`src/rtl/tmds_pkg.sv`:
```
// Shared TMDS definitions: control-token codes, alignment FSM states and
// default alignment/lock timing constants.
package tmds_pkg;

  localparam logic [9:0] CTRL_TOKEN_00 = 10'b1101010100;
  localparam logic [9:0] CTRL_TOKEN_01 = 10'b0010101011;
  localparam logic [9:0] CTRL_TOKEN_10 = 10'b0101010100;
  localparam logic [9:0] CTRL_TOKEN_11 = 10'b1010101011;

  localparam int unsigned DEFAULT_SLIP_TIMEOUT = 64;
  localparam int unsigned DEFAULT_LOCK_COUNT   = 16;
  localparam int unsigned DEFAULT_LOSS_TIMEOUT = 4096;

  typedef enum logic {
    SEARCH = 1'b0,
    LOCKED = 1'b1
  } align_state_t;

endpackage

```
`src/rtl/tmds_symbol_decode.sv`:
```
// Combinational TMDS symbol decoder: 10-bit aligned symbol to 8-bit video
// data, 2-bit control code and a control-token flag.
module tmds_symbol_decode
  import tmds_pkg::*;
(
  input  logic [9:0] sym,
  output logic [7:0] vd,
  output logic [1:0] cd,
  output logic       is_ctrl
);

  logic [7:0] d;

  always_comb begin
    d     = sym[7:0] ^ {8{sym[9]}};
    vd    = '0;
    vd[0] = d[0];
    for (int unsigned i = 1; i < 8; i++) begin
      vd[i] = sym[8] ? (d[i] ^ d[i-1]) : ~(d[i] ^ d[i-1]);
    end
  end

  always_comb begin
    cd      = '0;
    is_ctrl = 1'b1;
    case (sym)
      CTRL_TOKEN_00: cd = 2'b00;
      CTRL_TOKEN_01: cd = 2'b01;
      CTRL_TOKEN_10: cd = 2'b10;
      CTRL_TOKEN_11: cd = 2'b11;
      default:       is_ctrl = 1'b0;
    endcase
  end

endmodule

```
`src/rtl/tmds_channel_decoder.sv`:
```
// Per-channel TMDS receiver: word alignment search with lock tracking,
// followed by a two-stage decode pipeline.
module tmds_channel_decoder
  import tmds_pkg::*;
#(
  parameter int unsigned SLIP_TIMEOUT = DEFAULT_SLIP_TIMEOUT,
  parameter int unsigned LOCK_COUNT   = DEFAULT_LOCK_COUNT,
  parameter int unsigned LOSS_TIMEOUT = DEFAULT_LOSS_TIMEOUT
) (
  input  logic       clk,
  input  logic       reset,
  input  logic [9:0] sym_in,
  input  logic       sym_valid,
  output logic [7:0] VD,
  output logic [1:0] CD,
  output logic       VDE,
  output logic       out_valid,
  output logic       locked,
  output logic [3:0] offset
);

  localparam int unsigned GAP_LIMIT = (SLIP_TIMEOUT > LOSS_TIMEOUT) ? SLIP_TIMEOUT : LOSS_TIMEOUT;
  localparam int unsigned RUN_W     = $clog2(LOCK_COUNT + 1);
  localparam int unsigned GAP_W     = $clog2(GAP_LIMIT + 1);

  align_state_t state, state_next;
  logic [RUN_W-1:0] run_cnt, run_next;
  logic [GAP_W-1:0] gap_cnt, gap_next;
  logic [3:0]       offset_next;

  logic [9:0]  prev;
  logic [19:0] window;
  logic [9:0]  aligned;
  logic [7:0]  dec_vd;
  logic [1:0]  dec_cd;
  logic        dec_ctrl;

  logic [7:0]  s1_vd;
  logic [1:0]  s1_cd;
  logic        s1_ctrl;
  logic        s1_valid;

  assign window  = {sym_in, prev};
  assign aligned = 10'(window >> offset);
  assign locked  = (state == LOCKED);

  tmds_symbol_decode u_decode (
    .sym     (aligned),
    .vd      (dec_vd),
    .cd      (dec_cd),
    .is_ctrl (dec_ctrl)
  );

  // Stage 1 carries the decoded fields instead of the raw aligned symbol;
  // stage-2 outputs are identical either way.
  always_ff @(posedge clk or posedge reset) begin
    if (reset) begin
      prev     <= '0;
      s1_vd    <= '0;
      s1_cd    <= '0;
      s1_ctrl  <= 1'b0;
      s1_valid <= 1'b0;
    end else begin
      s1_valid <= sym_valid;
      if (sym_valid) begin
        prev    <= sym_in;
        s1_vd   <= dec_vd;
        s1_cd   <= dec_cd;
        s1_ctrl <= dec_ctrl;
      end
    end
  end

  always_ff @(posedge clk or posedge reset) begin
    if (reset) begin
      VD        <= '0;
      CD        <= '0;
      VDE       <= 1'b0;
      out_valid <= 1'b0;
    end else begin
      out_valid <= s1_valid && locked;
      if (s1_valid) begin
        VD  <= s1_vd;
        CD  <= s1_cd;
        VDE <= ~s1_ctrl;
      end
    end
  end

  always_ff @(posedge clk or posedge reset) begin
    if (reset) begin
      state   <= SEARCH;
      run_cnt <= '0;
      gap_cnt <= '0;
      offset  <= '0;
    end else begin
      state   <= state_next;
      run_cnt <= run_next;
      gap_cnt <= gap_next;
      offset  <= offset_next;
    end
  end

  // A control token is tested before any timeout so it always wins a tie.
  always_comb begin
    state_next  = state;
    run_next    = run_cnt;
    gap_next    = gap_cnt;
    offset_next = offset;
    if (s1_valid) begin
      case (state)
        SEARCH: begin
          if (s1_ctrl) begin
            gap_next = '0;
            if (run_cnt >= RUN_W'(LOCK_COUNT - 1)) begin
              state_next = LOCKED;
              run_next   = '0;
            end else begin
              run_next = run_cnt + RUN_W'(1);
            end
          end else begin
            run_next = '0;
            if (gap_cnt >= GAP_W'(SLIP_TIMEOUT - 1)) begin
              gap_next    = '0;
              offset_next = (offset == 4'd9) ? 4'd0 : offset + 4'd1;
            end else begin
              gap_next = gap_cnt + GAP_W'(1);
            end
          end
        end
        LOCKED: begin
          if (s1_ctrl) begin
            gap_next = '0;
          end else if (gap_cnt >= GAP_W'(LOSS_TIMEOUT - 1)) begin
            state_next = SEARCH;
            gap_next   = '0;
            run_next   = '0;
          end else begin
            gap_next = (gap_cnt == '1) ? gap_cnt : gap_cnt + GAP_W'(1);
          end
        end
        default: state_next = SEARCH;
      endcase
    end
  end

endmodule

```
`config.mk`:
```
export PLATFORM = sky130hd
export DESIGN_NAME = tmds_channel_decoder
export DESIGN_NICKNAME = d
export VERILOG_FILES = /design/src/rtl/tmds_pkg.sv /design/src/rtl/tmds_symbol_decode.sv /design/src/rtl/tmds_channel_decoder.sv
export SDC_FILE = /design/constraint.sdc
export NUM_CORES = 1
export LEC_CHECK = 0
export CORE_MARGIN = 2
export CORE_UTILIZATION = 63
export CTS_CLUSTER_DIAMETER = 30
export DETAILED_ROUTE_END_ITERATION = 12
export GPL_ROUTABILITY_DRIVEN = 0
export PLACE_DENSITY_LB_ADDON = 0.2
export SYNTH_ARGS = -nofsm -noshare
export SYNTH_HDL_FRONTEND = slang
export SYNTH_SLANG_ARGS = --single-unit
```
`constraint.sdc`:
```
create_clock -name clk -period 4 [get_ports clk]
set_clock_uncertainty 0.2 [all_clocks]
set_input_delay 0.8 -clock clk [delete_from_list [all_inputs] [get_ports clk]]
set_output_delay 0.8 -clock clk [all_outputs]
set_load 0.02 [all_outputs]
```
==> impl_metrics.xml <==
<?xml version="1.0" encoding="UTF-8"?>
<metrics>
  <group name="grt">
    <metric name="grt_first_pass_wirelength" unit="µm">12200</metric>
    <metric name="gr-usage-all-layers" unit="%">25.4</metric>
    <metric name="grt_pass1_vias" unit="">2501</metric>
    <metric name="grt_antenna_before_repair" unit="">0</metric>
    <metric name="grt-ovfl-total" unit="">0</metric>
    <metric name="grt_start_max_net_pins" unit="">30</metric>
  </group>
  <group name="routing">
    <metric name="detail-route-antenna-nets" unit="">0</metric>
    <metric name="routed-via-count" unit="">2512</metric>
    <metric name="route.detailed.vias_per_inst" unit="">6.23</metric>
    <metric name="wirelength" unit="µm">7120</metric>
    <metric name="sum_of_routed_wire_segments_on_met1" unit="µm">3180</metric>
    <metric name="drt_drc_violations_left" unit="">0</metric>
    <metric name="drt_iter0_markers" unit="">121</metric>
    <metric name="drtPass1Iterations" unit="">4</metric>
    <metric name="topRoutingLayerUsed" unit="">met4</metric>
    <metric name="routedWlPerCell" unit="µm">17.7</metric>
    <metric name="met2_length" unit="µm">3460</metric>
    <metric name="met3WireLength" unit="µm">264</metric>
  </group>
  <group name="synthesis">
    <metric name="synthesis.area" unit="mm²">0.00355</metric>
    <metric name="synth_enable_flop_cells" unit="">0</metric>
    <metric name="ys_ff_latch" unit="">57</metric>
    <metric name="async_reset_ff_share" unit="%">100</metric>
    <metric name="syn_avg_cell_area" unit="µm²">12.0</metric>
    <metric name="synth_seq_area_share" unit="%">40.2</metric>
    <metric name="synth_fp_nets" unit="">313</metric>
    <metric name="yosysWarningCount" unit="">0</metric>
    <metric name="synthFlopType" unit="">dfrtp_1</metric>
    <metric name="synth_cell_types" unit="">53</metric>
    <metric name="syn-instance-count" unit="">297</metric>
  </group>
  <group name="cells_and_area">
    <metric name="layout-drive-gt1-share" unit="%">21.5</metric>
    <metric name="utilization" unit="%">74.2</metric>
    <metric name="insertedDiodeCount" unit="">0</metric>
    <metric name="design.final.nets" unit="">342</metric>
    <metric name="area_delta_synth_final" unit="%">14.3</metric>
    <metric name="final.fill_count" unit="">402</metric>
    <metric name="layout_common_cells" unit="">dfrtp_1, mux2_2, clkdlybuf4s50_1</metric>
    <metric name="final_common_cell" unit="">dfrtp_1</metric>
  </group>
  <group name="setup_path">
    <metric name="worst_ep_required" unit="ns">4.05</metric>
    <metric name="path_depth" unit="">7</metric>
    <metric name="r2r_startpoint" unit="">offset[1]$_DFFE_PP0P_</metric>
    <metric name="timing.critical_path.fanout_max" unit="">17</metric>
    <metric name="startpoint_type_of_the_worst_setup_path" unit="">flop</metric>
    <metric name="max_stage_delay" unit="ns">0.81</metric>
    <metric name="path_class" unit="">reg -&gt; reg</metric>
    <metric name="crit_slowest_cell" unit="">dfrtp_1</metric>
    <metric name="depth_of_the_most_critical_reg_to_reg_path" unit="">7</metric>
    <metric name="path_cells" unit="">buf_4 -&gt; mux4_2 -&gt; mux2i_1 -&gt; o21ai_0 -&gt; nor4bb_1 -&gt; nand3_1 -&gt; o221ai_1</metric>
    <metric name="critical_path.endpoint_type" unit="">flop</metric>
    <metric name="crit_buf_inv" unit="">1</metric>
    <metric name="crit_family" unit="">flip-flops</metric>
    <metric name="worstReg2RegEnd" unit="">s1_cd[1]$_DFFE_PP0P_</metric>
    <metric name="critPathArrivalTime" unit="ns">3.18</metric>
    <metric name="regToRegSetupSlack" unit="ns">0.87</metric>
  </group>
  <group name="place">
    <metric name="io_buffer_count" unit="">29</metric>
    <metric name="detailed_place_hpwl" unit="µm">4940</metric>
  </group>
  <group name="floorplanning">
    <metric name="design.die.area" unit="mm²">0.00626</metric>
    <metric name="starting_utilization_of_the_core_area" unit="%">64.9</metric>
    <metric name="floorplan.die.width" unit="µm">79.1</metric>
    <metric name="die_height" unit="µm">79.1</metric>
    <metric name="core_area" unit="mm²">0.00547</metric>
    <metric name="ios" unit="">30</metric>
    <metric name="num_rows" unit="">27</metric>
  </group>
  <group name="clock_network">
    <metric name="post-cts-setup-buffer-count" unit="">0</metric>
    <metric name="holdBufCountCts" unit="">0</metric>
    <metric name="h_tree_level_count" unit="">3</metric>
    <metric name="clock_latency" unit="ns">0.33</metric>
    <metric name="gates_resized_cts_repair" unit="">0</metric>
    <metric name="tritoncts_clock_tree" unit="">yes</metric>
    <metric name="path_clk_slew" unit="ns">0.07</metric>
    <metric name="numClockSinks" unit="">57</metric>
    <metric name="cts_buffers" unit="">9</metric>
    <metric name="max-clock-path-buffers" unit="">2</metric>
    <metric name="clockRootBuffer" unit="">clkbuf_8</metric>
  </group>
  <group name="timing">
    <metric name="timing.setup.tns" unit="ns">0</metric>
    <metric name="worst_slew_pin_slew" unit="ns">0.790</metric>
    <metric name="unrepaired_setup_endpoints_after_global_routing" unit="">false</metric>
    <metric name="max_slew_margin" unit="%">47.3</metric>
    <metric name="layout_min_cycle_time" unit="ns">3.13</metric>
    <metric name="final.period_utilization" unit="%">78.2</metric>
    <metric name="hold_violations" unit="">0</metric>
    <metric name="slew_viol_final" unit="">0</metric>
    <metric name="max_freq" unit="GHz">0.320</metric>
    <metric name="report.final.setup_viol" unit="">0</metric>
  </group>
  <group name="worst_hold_path">
    <metric name="min_delay_worst_endpoint" unit="">s1_vd[1]$_DFFE_PP0P_</metric>
    <metric name="worstHoldPathType" unit="">reg -&gt; reg</metric>
    <metric name="hold_path_startpoint" unit="">s1_vd[1]$_DFFE_PP0P_</metric>
    <metric name="worst_hold_path_depth" unit="">2</metric>
  </group>
  <group name="power">
    <metric name="power.leakage" unit="nW">1.68</metric>
    <metric name="cellPowerDensity" unit="mW/mm²">428</metric>
    <metric name="peakVddDrop" unit="µV">386</metric>
  </group>
  <group name="flow_run">
    <metric name="timing.max_cap.violations" unit="">0</metric>
  </group>
  <group name="status">
    <metric name="status" unit="">finished clean</metric>
  </group>
</metrics>
how the worst max path moves through the flow:
stage / start / endpoint / slack, ns
finish: offset[1]$_DFFE_PP0P_ / s1_cd[1]$_DFFE_PP0P_ / 0.87
global placement: sym_in[1] / s1_cd[1]$_DFFE_PP0P_ / 0.61
detailed placement: sym_in[1] / s1_cd[1]$_DFFE_PP0P_ / 0.56
floorplan: sym_in[8] / s1_vd[4]$_DFFE_PP0P_ / 1.29
CTS: offset[1]$_DFFE_PP0P_ / s1_cd[1]$_DFFE_PP0P_ / 0.86
global route: offset[1]$_DFFE_PP0P_ / s1_cd[1]$_DFFE_PP0P_ / 0.61
worst register-to-register path, delay by kind of cell, from the launching register on:
kind                   cells  cell delay, ns
AO/OA/AOI/OAI              2            0.33
AND/OR/NAND/NOR            2            0.65
flip-flops                 1            0.81
buffers and inverters      1            0.34
multiplexers               2            0.73
Yosys cell counts (2+ instances only):
master / n / area [µm²]
nor2_1: 12 / 45.0
nand3_1: 4 / 20.0
nand2_1: 19 / 71.3
a21oi_1: 16 / 80.1
a22o_1: 2 / 17.5
o221ai_1: 2 / 17.5
nor2b_1: 5 / 31.3
clkbuf_1: 3 / 11.3
buf_1: 3 / 11.3
mux4_1: 11 / 289
buf_2: 2 / 10.0
clkbuf_8: 5 / 68.8
mux2_2: 30 / 338
and2_1: 6 / 37.5
xnor2_2: 2 / 32.5
xnor2_1: 8 / 70.1
mux2i_1: 11 / 110
ha_1: 3 / 37.5
clkinv_1: 2 / 7.51
o22ai_1: 2 / 12.5
a22oi_1: 2 / 15.0
a31oi_1: 11 / 68.8
a41oi_1: 2 / 17.5
and3_1: 5 / 31.3
nand4_1: 4 / 25.0
dfrtp_1: 57 / 1430
o21ai_0: 10 / 50.1
inv_1: 11 / 41.3
buf_6: 3 / 33.8
xor2_1: 3 / 26.3
nand2b_1: 7 / 43.8
nor3_1: 2 / 10.0
mux4_2: 12 / 270
cell families after synthesis:
logic type,synth area share (%)
adders and majority gates,1.06
buffers and inverters,5.39
DFF,40.2
AOI/OAI and AO/OA,10.7
xor gates and xnor gates,3.63
and+or+nand+nor,10.3
muxes,28.7
routing by layer:
layer  vias up  track usage, %
met3        16            5.57
met2        75            39.7
met4         0            10.5
li1       1186               -
met5         -               0
met1      1235            34.7
registers in the layout (all words and copies together), names as in the netlist:
register / count
s1_cd: 2
locked: 1
s1_valid: 1
run_cnt: 5
prev: 10
offset: 4
out_valid: 1
VDE: 1
s1_ctrl: 1
s1_vd: 8
VD: 8
CD: 2
gap_cnt: 13
metrics by stage:
stage	hold WS, ns	setup WS, ns	area, µm²	cells	power (W)
6_report	0.281	0.870	4060	403	0.00174
4_1_cts	0.285	0.862	4060	403	0.00175
2_1_floorplan	0.246	1.29	3550	297	0.00101
5_1_grt	0.329	0.614	4060	403	0.00182
3_3_place_gp	0.271	0.605	3840	387	0.00114
3_5_place_dp	0.269	0.559	3840	387	0.00115
final cells by class:
type	count	area (µm²)	share of cell area [%]
flip-flops and latches	57	1430	35.1
repair buffers	35	335	8.26
multi-input cells	210	1940	47.8
well taps	72	90.1	2.22
clock buffers	11	141	3.48
clock inverters	5	78.8	1.94
inverters	13	48.8	1.20
power by group:
part / internal, W / leakage (nW) / switching, W / total [W]
clock network: 0.000367 / 0.113 / 0.000226 / 0.000593
registers: 0.000670 / 0.724 / 0.0000715 / 0.000741
logic: 0.000213 / 0.841 / 0.000190 / 0.000403
total: 0.00125 / 1.68 / 0.000487 / 0.00174
Power figures use the tool's default switching activity.
